### src/rtl/mem_access_unit_pkg.sv
// Shared types and constants for the memory access unit.
// Imported by the FSM top and the MEM/WB register.
package mem_access_unit_pkg;

    localparam int DATA_W = 32;
    localparam int REG_W  = 5;

    localparam logic [3:0] TIMEOUT_LIMIT = 4'd15;

    typedef enum logic [1:0] {
        IDLE    = 2'b00,
        REQ     = 2'b01,
        ERRWAIT = 2'b10
    } state_t;

endpackage

### src/rtl/reg_mem_wb.sv
// MEM/WB pipeline register.
// Loads a full instruction, or a control-only bubble while stalled.
module reg_mem_wb
    import mem_access_unit_pkg::*;
(
    input  logic              clk,
    input  logic              rst,
    input  logic              i_load,
    input  logic              i_bubble,
    input  logic              i_regwrite,
    input  logic              i_memtoreg,
    input  logic              i_stop,
    input  logic              i_alignerr,
    input  logic              i_timeout,
    input  logic [DATA_W-1:0] i_rdata,
    input  logic [DATA_W-1:0] i_aluout,
    input  logic [REG_W-1:0]  i_rw,
    output logic              o_regwrite,
    output logic              o_memtoreg,
    output logic              o_stop,
    output logic              o_alignerr,
    output logic              o_timeout,
    output logic [DATA_W-1:0] o_rdata,
    output logic [DATA_W-1:0] o_aluout,
    output logic [REG_W-1:0]  o_rw
);

    // Retire on load; on bubble clear controls but keep data fields.
    always_ff @(posedge clk or posedge rst) begin
        if (rst) begin
            o_regwrite <= 1'b0;
            o_memtoreg <= 1'b0;
            o_stop     <= 1'b0;
            o_alignerr <= 1'b0;
            o_timeout  <= 1'b0;
            o_rdata    <= '0;
            o_aluout   <= '0;
            o_rw       <= '0;
        end else if (i_load) begin
            o_regwrite <= i_regwrite;
            o_memtoreg <= i_memtoreg;
            o_stop     <= i_stop;
            o_alignerr <= i_alignerr;
            o_timeout  <= i_timeout;
            o_rdata    <= i_rdata;
            o_aluout   <= i_aluout;
            o_rw       <= i_rw;
        end else if (i_bubble) begin
            o_regwrite <= 1'b0;
            o_memtoreg <= 1'b0;
            o_stop     <= 1'b0;
            o_alignerr <= 1'b0;
            o_timeout  <= 1'b0;
        end
    end

endmodule

### src/rtl/mem_access_unit.sv
// MEM stage access unit: request FSM, wait timeout and memory drive.
// Stalls the pipeline while a word access is outstanding.
module mem_access_unit
    import mem_access_unit_pkg::*;
(
    input  logic              clk,
    input  logic              reset,
    input  logic              RegWriteM,
    input  logic              MemtoRegM,
    input  logic              MemWriteM,
    input  logic              StopM,
    input  logic [DATA_W-1:0] ALUOutM,
    input  logic [DATA_W-1:0] bM,
    input  logic [REG_W-1:0]  rwM,
    output logic              mem_req,
    output logic              mem_we,
    output logic [DATA_W-1:0] mem_addr,
    output logic [DATA_W-1:0] mem_wdata,
    input  logic [DATA_W-1:0] mem_rdata,
    input  logic              mem_ack,
    output logic              StallM,
    output logic              RegWriteW,
    output logic              MemtoRegW,
    output logic              StopW,
    output logic [DATA_W-1:0] ReadDataW,
    output logic [DATA_W-1:0] ALUOutW,
    output logic [REG_W-1:0]  rwW,
    output logic              AlignErrW,
    output logic              TimeoutW
);

    state_t            r_state;
    state_t            w_next;
    logic [3:0]        r_wait;
    logic [3:0]        w_wait_next;
    logic              r_we;
    logic [DATA_W-1:0] r_addr;
    logic [DATA_W-1:0] r_wdata;
    logic              w_mem;
    logic              w_mis;
    logic              w_ack;
    logic              w_to;
    logic              w_stall;
    logic              w_start;

    assign w_mem = MemtoRegM | MemWriteM;

    // Next state, stall and retire qualifiers; ERRWAIT behaves as IDLE.
    always_comb begin
        w_next      = r_state;
        w_wait_next = 4'd0;
        w_stall     = 1'b0;
        w_ack       = 1'b0;
        w_to        = 1'b0;
        w_mis       = 1'b0;
        case (r_state)
            REQ: begin
                if (mem_ack) begin
                    w_next = IDLE;
                    w_ack  = 1'b1;
                end else if (r_wait == TIMEOUT_LIMIT - 4'd1) begin
                    w_next = IDLE;
                    w_to   = 1'b1;
                end else begin
                    w_stall     = 1'b1;
                    w_wait_next = r_wait + 4'd1;
                end
            end
            default: begin
                w_mis = w_mem & (ALUOutM[1:0] != 2'b00);
                if (w_mem && !w_mis) begin
                    w_next  = REQ;
                    w_stall = 1'b1;
                end else begin
                    w_next = IDLE;
                end
            end
        endcase
    end

    assign w_start = (r_state != REQ) && (w_next == REQ);

    // State, wait counter and latched request fields.
    always_ff @(posedge clk or posedge reset) begin
        if (reset) begin
            r_state <= IDLE;
            r_wait  <= 4'd0;
            r_we    <= 1'b0;
            r_addr  <= '0;
            r_wdata <= '0;
        end else begin
            r_state <= w_next;
            r_wait  <= w_wait_next;
            if (w_start) begin
                r_we    <= MemWriteM;
                r_addr  <= {ALUOutM[DATA_W-1:2], 2'b00};
                r_wdata <= bM;
            end
        end
    end

    assign StallM    = w_stall;
    assign mem_req   = (r_state == REQ);
    assign mem_we    = mem_req & r_we;
    assign mem_addr  = mem_req ? r_addr : '0;
    assign mem_wdata = mem_req ? r_wdata : '0;

    reg_mem_wb u_mem_wb (
        .clk        (clk),
        .rst        (reset),
        .i_load     (~w_stall),
        .i_bubble   (w_stall),
        .i_regwrite (RegWriteM & ~w_mis & ~w_to),
        .i_memtoreg (MemtoRegM),
        .i_stop     (StopM),
        .i_alignerr (w_mis),
        .i_timeout  (w_to),
        .i_rdata    (w_ack ? mem_rdata : '0),
        .i_aluout   (ALUOutM),
        .i_rw       (rwM),
        .o_regwrite (RegWriteW),
        .o_memtoreg (MemtoRegW),
        .o_stop     (StopW),
        .o_alignerr (AlignErrW),
        .o_timeout  (TimeoutW),
        .o_rdata    (ReadDataW),
        .o_aluout   (ALUOutW),
        .o_rw       (rwW)
    );

endmodule

### config.mk
export PLATFORM = sky130hd
export DESIGN_NAME = mem_access_unit
export DESIGN_NICKNAME = d
export VERILOG_FILES = /design/src/rtl/mem_access_unit_pkg.sv /design/src/rtl/reg_mem_wb.sv /design/src/rtl/mem_access_unit.sv
export SDC_FILE = /design/constraint.sdc
export NUM_CORES = 1
export LEC_CHECK = 0
export CORE_MARGIN = 2
export CORE_UTILIZATION = 40
export CTS_CLUSTER_SIZE = 25
export DETAILED_ROUTE_END_ITERATION = 8
export PLACE_DENSITY = 0.76
export SYNTH_ARGS = -nofsm -noshare
export SYNTH_HDL_FRONTEND = slang
export SYNTH_SLANG_ARGS = --single-unit
### constraint.sdc
create_clock -name clk -period 13 [get_ports clk]
set_input_delay 3.25 -clock clk [delete_from_list [all_inputs] [get_ports clk]]
set_output_delay 3.25 -clock clk [all_outputs]
set_load 0.02 [all_outputs]
Yosys cells after proc, flatten, opt, wreduce, memory -nomap -nowiden
Cells that the tools add are included.
{ "op_classes": {"addsub": 1, "multipliers": 0, "n_div": 0, "magnitude_cmp": 0, "eq_ne": 4, "n_shift": 0, "mux": 25, "bitwise_logic": 7, "reduce_logical": 4} }
{ "ops": {"columns": ["operator", "n"], "rows": [
  ["two-way mux 32 bit", 3],
  ["two-way mux 1 bit", 16],
  ["two-way mux 4 bit", 3],
  ["two-way mux 2 bit", 3],
  ["adder 4 x 1 -> 4 bit, second input constant", 1],
  ["bitwise AND 1 bit", 4],
  ["equality test 2 x 1 -> 1 bit, second input constant", 2],
  ["equality test 4 bit, second input constant", 1],
  ["logical AND 1 bit", 2],
  ["inequality test 2 x 1 -> 1 bit, second input constant", 1],
  ["NOT 1 bit", 2],
  ["nonzero test 2 bit", 1],
  ["logical NOT 1 bit", 1],
  ["OR 1 bit", 1]
]} }
{ "word_totals": {"ff_bits": 143, "latchBits": 0, "mem_bits_rw": 0, "rom_bits": 0, "input_bits": 108, "out_inout_bits": 141, "mem_count": 0} }

Longest topological paths before layout
Gate-level depths: netlist (run 1).
{ "depth": {"ltp_word": 8, "depth_mapped": 7} }

By module
Synthesis (run 1) repeated with hierarchy kept, for this count alone.
{ "unflattened": {"hier_cells": 432, "hier_area_um2": 6252.2} }
{ "by_module_without_submodules": {"columns": ["mod", "instances", "cells_each", "area_per_inst_um2", "seq_area_each_um2"], "rows": [
  ["mem_access_unit", 1, 274, 3325.7, 1726.7],
  ["reg_mem_wb", 1, 158, 2926.6, 1851.8]
]} }

Worst setup path before layout (run 1)
OpenSTA, ideal clock, no wires.
{ "synth_path": {"kind": "input -> output", "start": "input ALUOutM[0]", "end": "output StallM", "t_arrival_ps": 4217, "path_slack_ps": 5533, "stages": 4, "path_buffers": 1, "cell_sequence": "or2_2 > o32a_4 > inv_6 > buf_4"} }
{ "synth_between": {"elab_chain_cells": 6} }
{ "synth_lines": {"columns": ["item", "line_no", "rtl"], "rows": [
  ["start, declared", "mem_access_unit.sv:12", "input logic [DATA_W-1:0] ALUOutM,"],
  ["nonzero test 2 bit", "mem_access_unit.sv:70", "w_mis = w_mem & (ALUOutM[1:0] != 2'b00);"],
  ["bitwise AND 1 bit", "mem_access_unit.sv:70", null],
  ["logical NOT 1 bit", "mem_access_unit.sv:71", "if (w_mem && !w_mis) begin"],
  ["logical AND 1 bit", "mem_access_unit.sv:71", null],
  ["two-way mux 1 bit", "mem_access_unit.sv:71", null],
  ["two-way mux 1 bit", "mem_access_unit.sv:56", "case (r_state)"],
  ["end, declared", "mem_access_unit.sv:21", "output logic StallM,"]
]} }
No other way between the ends.

Worst setup path after layout (run 1)
Same ends and word-level chain as after synthesis.

==> results of run 1 <==
-- through the flow --
stage | utilization (%) | hold WS, ns | total power, mW | area [sq um]
after global placement | 58.1 | 0.460 | 0.740 | 8450
after CTS | 62.4 | 0.480 | 1.26 | 9070
after global routing | 62.4 | 0.502 | 1.30 | 9070
final | 62.4 | 0.478 | 1.25 | 9070
after floorplan | - | 0.449 | 0.649 | 5940
after detailed placement | 58.1 | 0.466 | 0.749 | 8450
-- final cells by class --
cell class | instances | area, sq um
clock buffer | 20 | 457
clock inverter | 11 | 164
fill | 1129 | 5460
inverter | 4 | 25.0
multi-input combinational | 224 | 2120
sequential | 143 | 3580
tap | 184 | 230
timing repair buffer | 250 | 2490
-- state kept, by name, summed over array words and instances (netlist names) --
| signal | count |
|---|---|
| r_wdata | 32 |
| u_mem_wb.o_aluout | 32 |
| u_mem_wb.o_rdata | 32 |
| r_addr | 30 |
| u_mem_wb.o_rw | 5 |
| r_wait | 4 |
| r_state | 2 |
| r_we | 1 |
| u_mem_wb.o_alignerr | 1 |
| u_mem_wb.o_memtoreg | 1 |
| u_mem_wb.o_regwrite | 1 |
| u_mem_wb.o_stop | 1 |
| u_mem_wb.o_timeout | 1 |
-- power breakdown --
part | internal (mW) | leakage, nW | switching, mW
Clock | 0.329 | 0.302 | 0.180
Sequential | 0.500 | 1.76 | 0.0263
Combinational | 0.124 | 1.81 | 0.0891
-- routing by layer --
layer	vias up	share of wire, %	wire length [um]
li1	1846	-	-
met1	2030	40	5700
met2	170	50	7080
met3	27	7.8	1110
met4	0	2.6	367
met5	-	0	0
-- cells in the final DEF (no fill, tap or decap), drive strengths merged --
master | synthesis | layout
a21boi | 1 | 1
a22o | 32 | 32
and2 | 66 | 66
and3 | 1 | 1
buf | 16 | 4
bufinv | 0 | 4
clkbuf | 11 | 20
clkdlybuf4s50 | 0 | 246
clkinv | 0 | 5
clkinvlp | 0 | 2
conb | 1 | 3
dfrtp | 143 | 143
ha | 2 | 2
inv | 4 | 4
mux2 | 100 | 100
nand2 | 1 | 1
nand2b | 2 | 2
nand3 | 2 | 2
nor2 | 6 | 6
nor2b | 1 | 1
nor3 | 1 | 1
nor3b | 1 | 1
o32a | 1 | 1
or2 | 1 | 1
or3b | 1 | 1
xnor2 | 1 | 1
xor2 | 1 | 1
-- how the worst min path moves through the flow --
stage | startpoint | endpoint | cells after the start
2_1_floorplan | r_addr[10] | r_addr[10] | 1
3_3_place_gp | r_wdata[13] | r_wdata[13] | 1
3_5_place_dp | r_addr[10] | r_addr[10] | 1
4_1_cts | r_addr[10] | r_addr[10] | 1
5_1_grt | r_addr[10] | r_addr[10] | 1
6_report | r_addr[10] | r_addr[10] | 1
-- logic make-up (layout without fill, tap and decap cells) --
kind of cell / after synthesis / count (layout) / synth area share, %
xor+xnor: 2 / 2 / 0.295
compound gates: 34 / 34 / 5.23
mux: 100 / 100 / 20.9
flops: 143 / 143 / 60.3
fa+ha+maj: 2 / 2 / 0.422
buf+inv: 31 / 285 / 4.15
other cells: 1 / 3 / 0.0632
simple gates: 83 / 83 / 8.65
==> metrics.txt, run 1 <==
largest incremental delay on the critical path=0.74 ns; initial cell density of the core=40.8%; number of instances in the placed design=805; worst setup skew after layout=between 0.007 and 0.008 ns; prevailing post-synth register cell=sky130_fd_sc_hd__dfrtp_1; cell accounting for the most synthesized area=sky130_fd_sc_hd__dfrtp_1; met1 GRT Util=22.1%; minimum setup slack among reg-to-reg paths=10.35 ns; vias in the first global route=about 4500; power density cells=138 nW/um^2; initial antenna violation count=0; number of slew-limit violations in the final report=0; syn avg cell area=15.0 sq um; Levels on crit path=5; CP max stage cell=sky130_fd_sc_hd__clkdlybuf4s50_1; number of hold violations in the final report=0; number of cells upsized or downsized after cts=0; clock buffers created by TritonCTS=17; antenna cells=0; final clock period utilization by the worst path=68.8%; launching element of the worst setup path=ALUOutM[0]; met3 usage=6.50%; Area growth syn-to-layout=52.9%; number of port buffers=246; largest net degree at the start of global routing=81; Most common cell on crit path=sky130_fd_sc_hd__clkdlybuf4s50_1; share of the yosys chip area belonging to registers=between 60% and 70%; number of nets in the finished design=750; clock tree root buffer cell=sky130_fd_sc_hd__clkbuf_16; last weighted congestion value of the routability-driven placer=between 0.7 and 0.8; grt met2 use=30.6%; DRC violations left=0; final critical-path required period=8.94 ns; most numerous cell in the Yosys netlist=sky130_fd_sc_hd__dfrtp_1; final non-filler cell total=836; number of setup violations in the final report=0; Crit Path Max Fanout=70; number of distinct standard cells referenced by the synthesized netlist=30; FFs w/ async S/R, synth=100%; arrival time at the worst endpoint=between 5 and 6 ns; clock transition at the registers of the reported paths=0.06 ns; cell family with most CP delay=buffers and inverters; RR Startpoint=r_state[0]; placement-stage worst setup slack=3.99 ns; Worst R2R Path Depth=5; vias after detailed routing=4073; routed wire length per instance=17.1 um; Core Area=roughly 15000 sq um; hpwl dp=10.1 mm; Buf/Inv on CP=3; most used standard cells in the synthesized netlist=sky130_fd_sc_hd__dfrtp_1 (143), sky130_fd_sc_hd__and2_1 (66), sky130_fd_sc_hd__mux2_2 (59), sky130_fd_sc_hd__a22o_1 (32), sky130_fd_sc_hd__mux2_4 (30); global-route layer with the greatest usage=met2; Critical Path End Type=primary output; Cells after Synth=slightly below 400; boundary pin count=249; clock tree from TritonCTS=done; Yosys warning total=0; hold buffers post-CTS=0; Post-CTS Repair Setup Buffers=0; crit path launch type=primary input; residual overflow from global routing=0; Final WS setup=4.06 ns; total number of H-tree levels=4; Max Cap Violations=0; area share of the largest cell type after synthesis=between 60% and 70%; setup repair after global routing missed its margin=false; DRT antenna net count=0; flop and latch count out of synthesis=143; total global-route track usage=a little under a fifth; dominant cells by area after synthesis=sky130_fd_sc_hd__dfrtp_1 (60%), sky130_fd_sc_hd__mux2_2 (11%), sky130_fd_sc_hd__mux2_4 (7.6%), sky130_fd_sc_hd__and2_1 (7.0%), sky130_fd_sc_hd__a22o_1 (4.7%); die height=about 130 um; highest achievable clock rate=112 MHz; routed wire length=approximately 14 mm; Worst Tran Pin Value=1.20 ns; share of final-layout standard cells stronger than drive strength 1=19.8%; required time at the endpoint of the critical path=between 9 and 10 ns; Vias/cell=4.87; type of the tightest min-delay check=reg2reg; Setup TNS Final=0 ns; Die Footprint=15800 sq um; critical-path cell list=clkdlybuf4s50_1 -> or2_2 -> o32a_4 -> inv_6 -> clkdlybuf4s50_1; cell area after synthesis=5930 sq um; count of TritonRoute iterations in the first routing pass=4; first-iteration detailed-routing DRC count=approximately 170; status=finished clean; maximum buffer depth of the clock tree=2; type of the setup path with the least slack=in2out; Die Width=roughly 130 um; endpoint of the most critical setup path=StallM; clock insertion delay at the later pin of the skew report=between 0.4 and 0.5 ns; sinks on the clock net=between 100 and 150; Max VDD drop=0.102 mV; Leakage=3.88 nW; worst rel slew slack=slightly below 20%; number of enable flip-flop cells after synthesis=0; wire length of the first global-routing pass=23.3 mm; number of core rows=44; Worst R2R End=r_wdata[0]
Power figures use the tool's default switching activity.
==> run 2: changes to the inputs <==
==> constraint.sdc (replaced) <==
create_clock -name clk -period 8.5 [get_ports clk]
set_input_delay 2.125 -clock clk [delete_from_list [all_inputs] [get_ports clk]]
set_output_delay 2.125 -clock clk [all_outputs]
set_load 0.02 [all_outputs]
==> run 2 against run 1 <==
Against the previous run: sequential power is 53% higher; die area unchanged; sequential share of layout area increased by 0.082 points; hold slack better by 0.0043 ns; critical endpoint unchanged; highest routed layer unchanged.
==> metrics.txt, run 2 (synthesis gave the netlist of run 1 again) <==
status=finished clean (unchanged); worst setup skew after layout=0.00730 ns (was 0.00780 ns); vias after detailed routing=4081 (was 4073); clock transition at the registers of the reported paths=0.06 ns (about the same); largest net degree at the start of global routing=80 (was 81); required time at the endpoint of the critical path=6.38 ns (was 9.75 ns); Max Cap Violations=0 (unchanged); area after detailed placement=8450 sq um (unchanged); highest achievable clock rate=about 150 MHz; number of setup violations in the final report=0 (unchanged); final critical-path required period=6.73 ns; last weighted congestion value of the routability-driven placer=0.793 (was 0.786); area of all placed cells without fillers=9050 sq um (was 9070 sq um); most frequent cells in the layout=sky130_fd_sc_hd__clkdlybuf4s50_1 (246), sky130_fd_sc_hd__dfrtp_1 (143), sky130_fd_sc_hd__and2_1 (66) (unchanged); number of nets in the finished design=750 (unchanged); endpoint of the most critical setup path=StallM (unchanged); register cell area after layout=3580 sq um (unchanged); clock tree root buffer cell=sky130_fd_sc_hd__clkbuf_16 (unchanged); number of slew-limit violations in the final report=0 (unchanged); Leakage=3.87 nW (was 3.88 nW); Crit Path Max Fanout=70 (unchanged); Area growth syn-to-layout=52.6% (was 52.9%); initial cell density of the core=40.8% (unchanged); crit path launch type=primary input (unchanged); met3 usage=6.03% (was 6.50%); clock buffers created by TritonCTS=17 (unchanged); initial antenna violation count=0 (unchanged); maximum buffer depth of the clock tree=2 (unchanged); filler cell count=1134 (was 1129); number of port buffers=246 (unchanged); hold buffers post-CTS=0 (unchanged); Vias/cell=4.89 (was 4.87); Core Area=14500 sq um (unchanged); type of the tightest min-delay check=reg2reg (unchanged); wire length of the first global-routing pass=23.7 mm (was 23.3 mm); global-route layer with the greatest usage=met2 (unchanged); number of core rows=44 (unchanged); DRT antenna net count=0 (unchanged); Worst R2R Path Depth=5 (unchanged); share of final-layout standard cells stronger than drive strength 1=19.1% (was 19.8%); Setup TNS Final=0 ns (unchanged); number of cells upsized or downsized after cts=0 (unchanged); startpoint of the worst hold path=r_addr[9] (was r_addr[10]); Worst R2R End=r_addr[18] (was r_wdata[0]); clock insertion delay at the later pin of the skew report=0.41 ns (was 0.42 ns); setup repair after global routing missed its margin=false (unchanged); hpwl dp=10.3 mm (was 10.1 mm); type of the setup path with the least slack=in2out (unchanged); final design utilization=62.3% (was 62.4%); Critical Path End Type=primary output (unchanged); total number of H-tree levels=4 (unchanged); first-iteration detailed-routing DRC count=170 (was 168); grt met2 use=31.8% (was 30.6%); antenna cells=0 (unchanged); routed wire length=14.5 mm (was 14.3 mm); count of TritonRoute iterations in the first routing pass=4 (unchanged); number of hold violations in the final report=0 (unchanged); launching element of the worst setup path=ALUOutM[0] (unchanged); Multi-input gate area=2120 sq um (unchanged); Post-CTS Repair Setup Buffers=0 (unchanged); clock tree from TritonCTS=done (unchanged); Die Footprint=15800 sq um (unchanged); vias in the first global route=4504 (was 4477); RR Startpoint=r_state[0] (unchanged); power density cells=210 nW/um^2 (was 138 nW/um^2); Max VDD drop=0.127 mV (was 0.102 mV); worst rel slew slack=21.3% (was 19.9%); die height=126 um (unchanged); arrival time at the worst endpoint=4.60 ns (was 5.69 ns); sinks on the clock net=143 (unchanged); residual overflow from global routing=0 (unchanged); met1 GRT Util=23.0% (was 22.1%); DRC violations left=0 (unchanged); Worst Tran Pin Value=1.18 ns (was 1.20 ns); leading cell type in the layout, fill and taps excluded=sky130_fd_sc_hd__clkdlybuf4s50_1 (unchanged); final-layout worst hold slack=0.482 ns (was 0.478 ns); largest registers=r_wdata x32, u_mem_wb.o_aluout x32, u_mem_wb.o_rdata x32 (unchanged); boundary pin count=249 (unchanged); minimum setup slack among reg-to-reg paths=5.79 ns (was 10.35 ns); Die Width=126 um (unchanged); routed wire length per instance=17.4 um (was 17.1 um); final clock period utilization by the worst path=79.1%; total global-route track usage=18.9% (was 18.6%)
## run 2: cell count changes in the layout (fill, tap and decap cells not counted), sizes merged
cell,before,now
clkinvlp,2,0
clkbuf,20,23
clkinv,5,2
## run 2: metrics by stage
stage / std cells / power, mW / setup WS [ns]
after floorplan: 398 / 0.992 / 2.54
after global placement: 805 / 1.13 / 1.78
after detailed placement: 805 / 1.15 / 1.74
after CTS: 834 / 1.92 / 1.74
after global routing: 834 / 1.98 / 1.65
final: 834 / 1.90 / 1.77
## run 2: worst min-delay path by stage
stage | endpoint | depth (start not counted)
6_report | r_addr[9] | 1
3_5_place_dp | r_addr[9] | 1
2_1_floorplan | r_addr[10] | 1
5_1_grt | r_addr[9] | 1
4_1_cts | r_addr[9] | 1
3_3_place_gp | r_wdata[13] | 1
## run 2: worst max-delay path, stage by stage
cell	delay [ns]
sky130_fd_sc_hd__clkdlybuf4s50_1	0.44
sky130_fd_sc_hd__or2_2	0.38
sky130_fd_sc_hd__o32a_4	0.37
sky130_fd_sc_hd__inv_6	0.54
sky130_fd_sc_hd__clkdlybuf4s50_1	0.74
## run 2: layout make-up
class                           instances  area share [%]
Clock buffer                           23            5.17
Clock inverter                          6            1.48
Inverter                                4           0.276
Multi-Input combinational cell        224            23.5
Sequential cell                       143            39.5
Tap cell                              184            2.54
Timing Repair Buffer                  250            27.5
## run 2: metal layers
layer  routed length (um)  vias to the layer above
met1                 6020                     2050
met3                 1060                       20
met2                 7200                      159
met5                    0                        -
met4                  265                        0
li1                     -                     1852
## run 2: where the power goes
part | switching [mW] | total, mW | internal [mW]
clock network | 0.264 | 0.766 | 0.502
registers | 0.0401 | 0.805 | 0.765
logic | 0.137 | 0.326 | 0.189
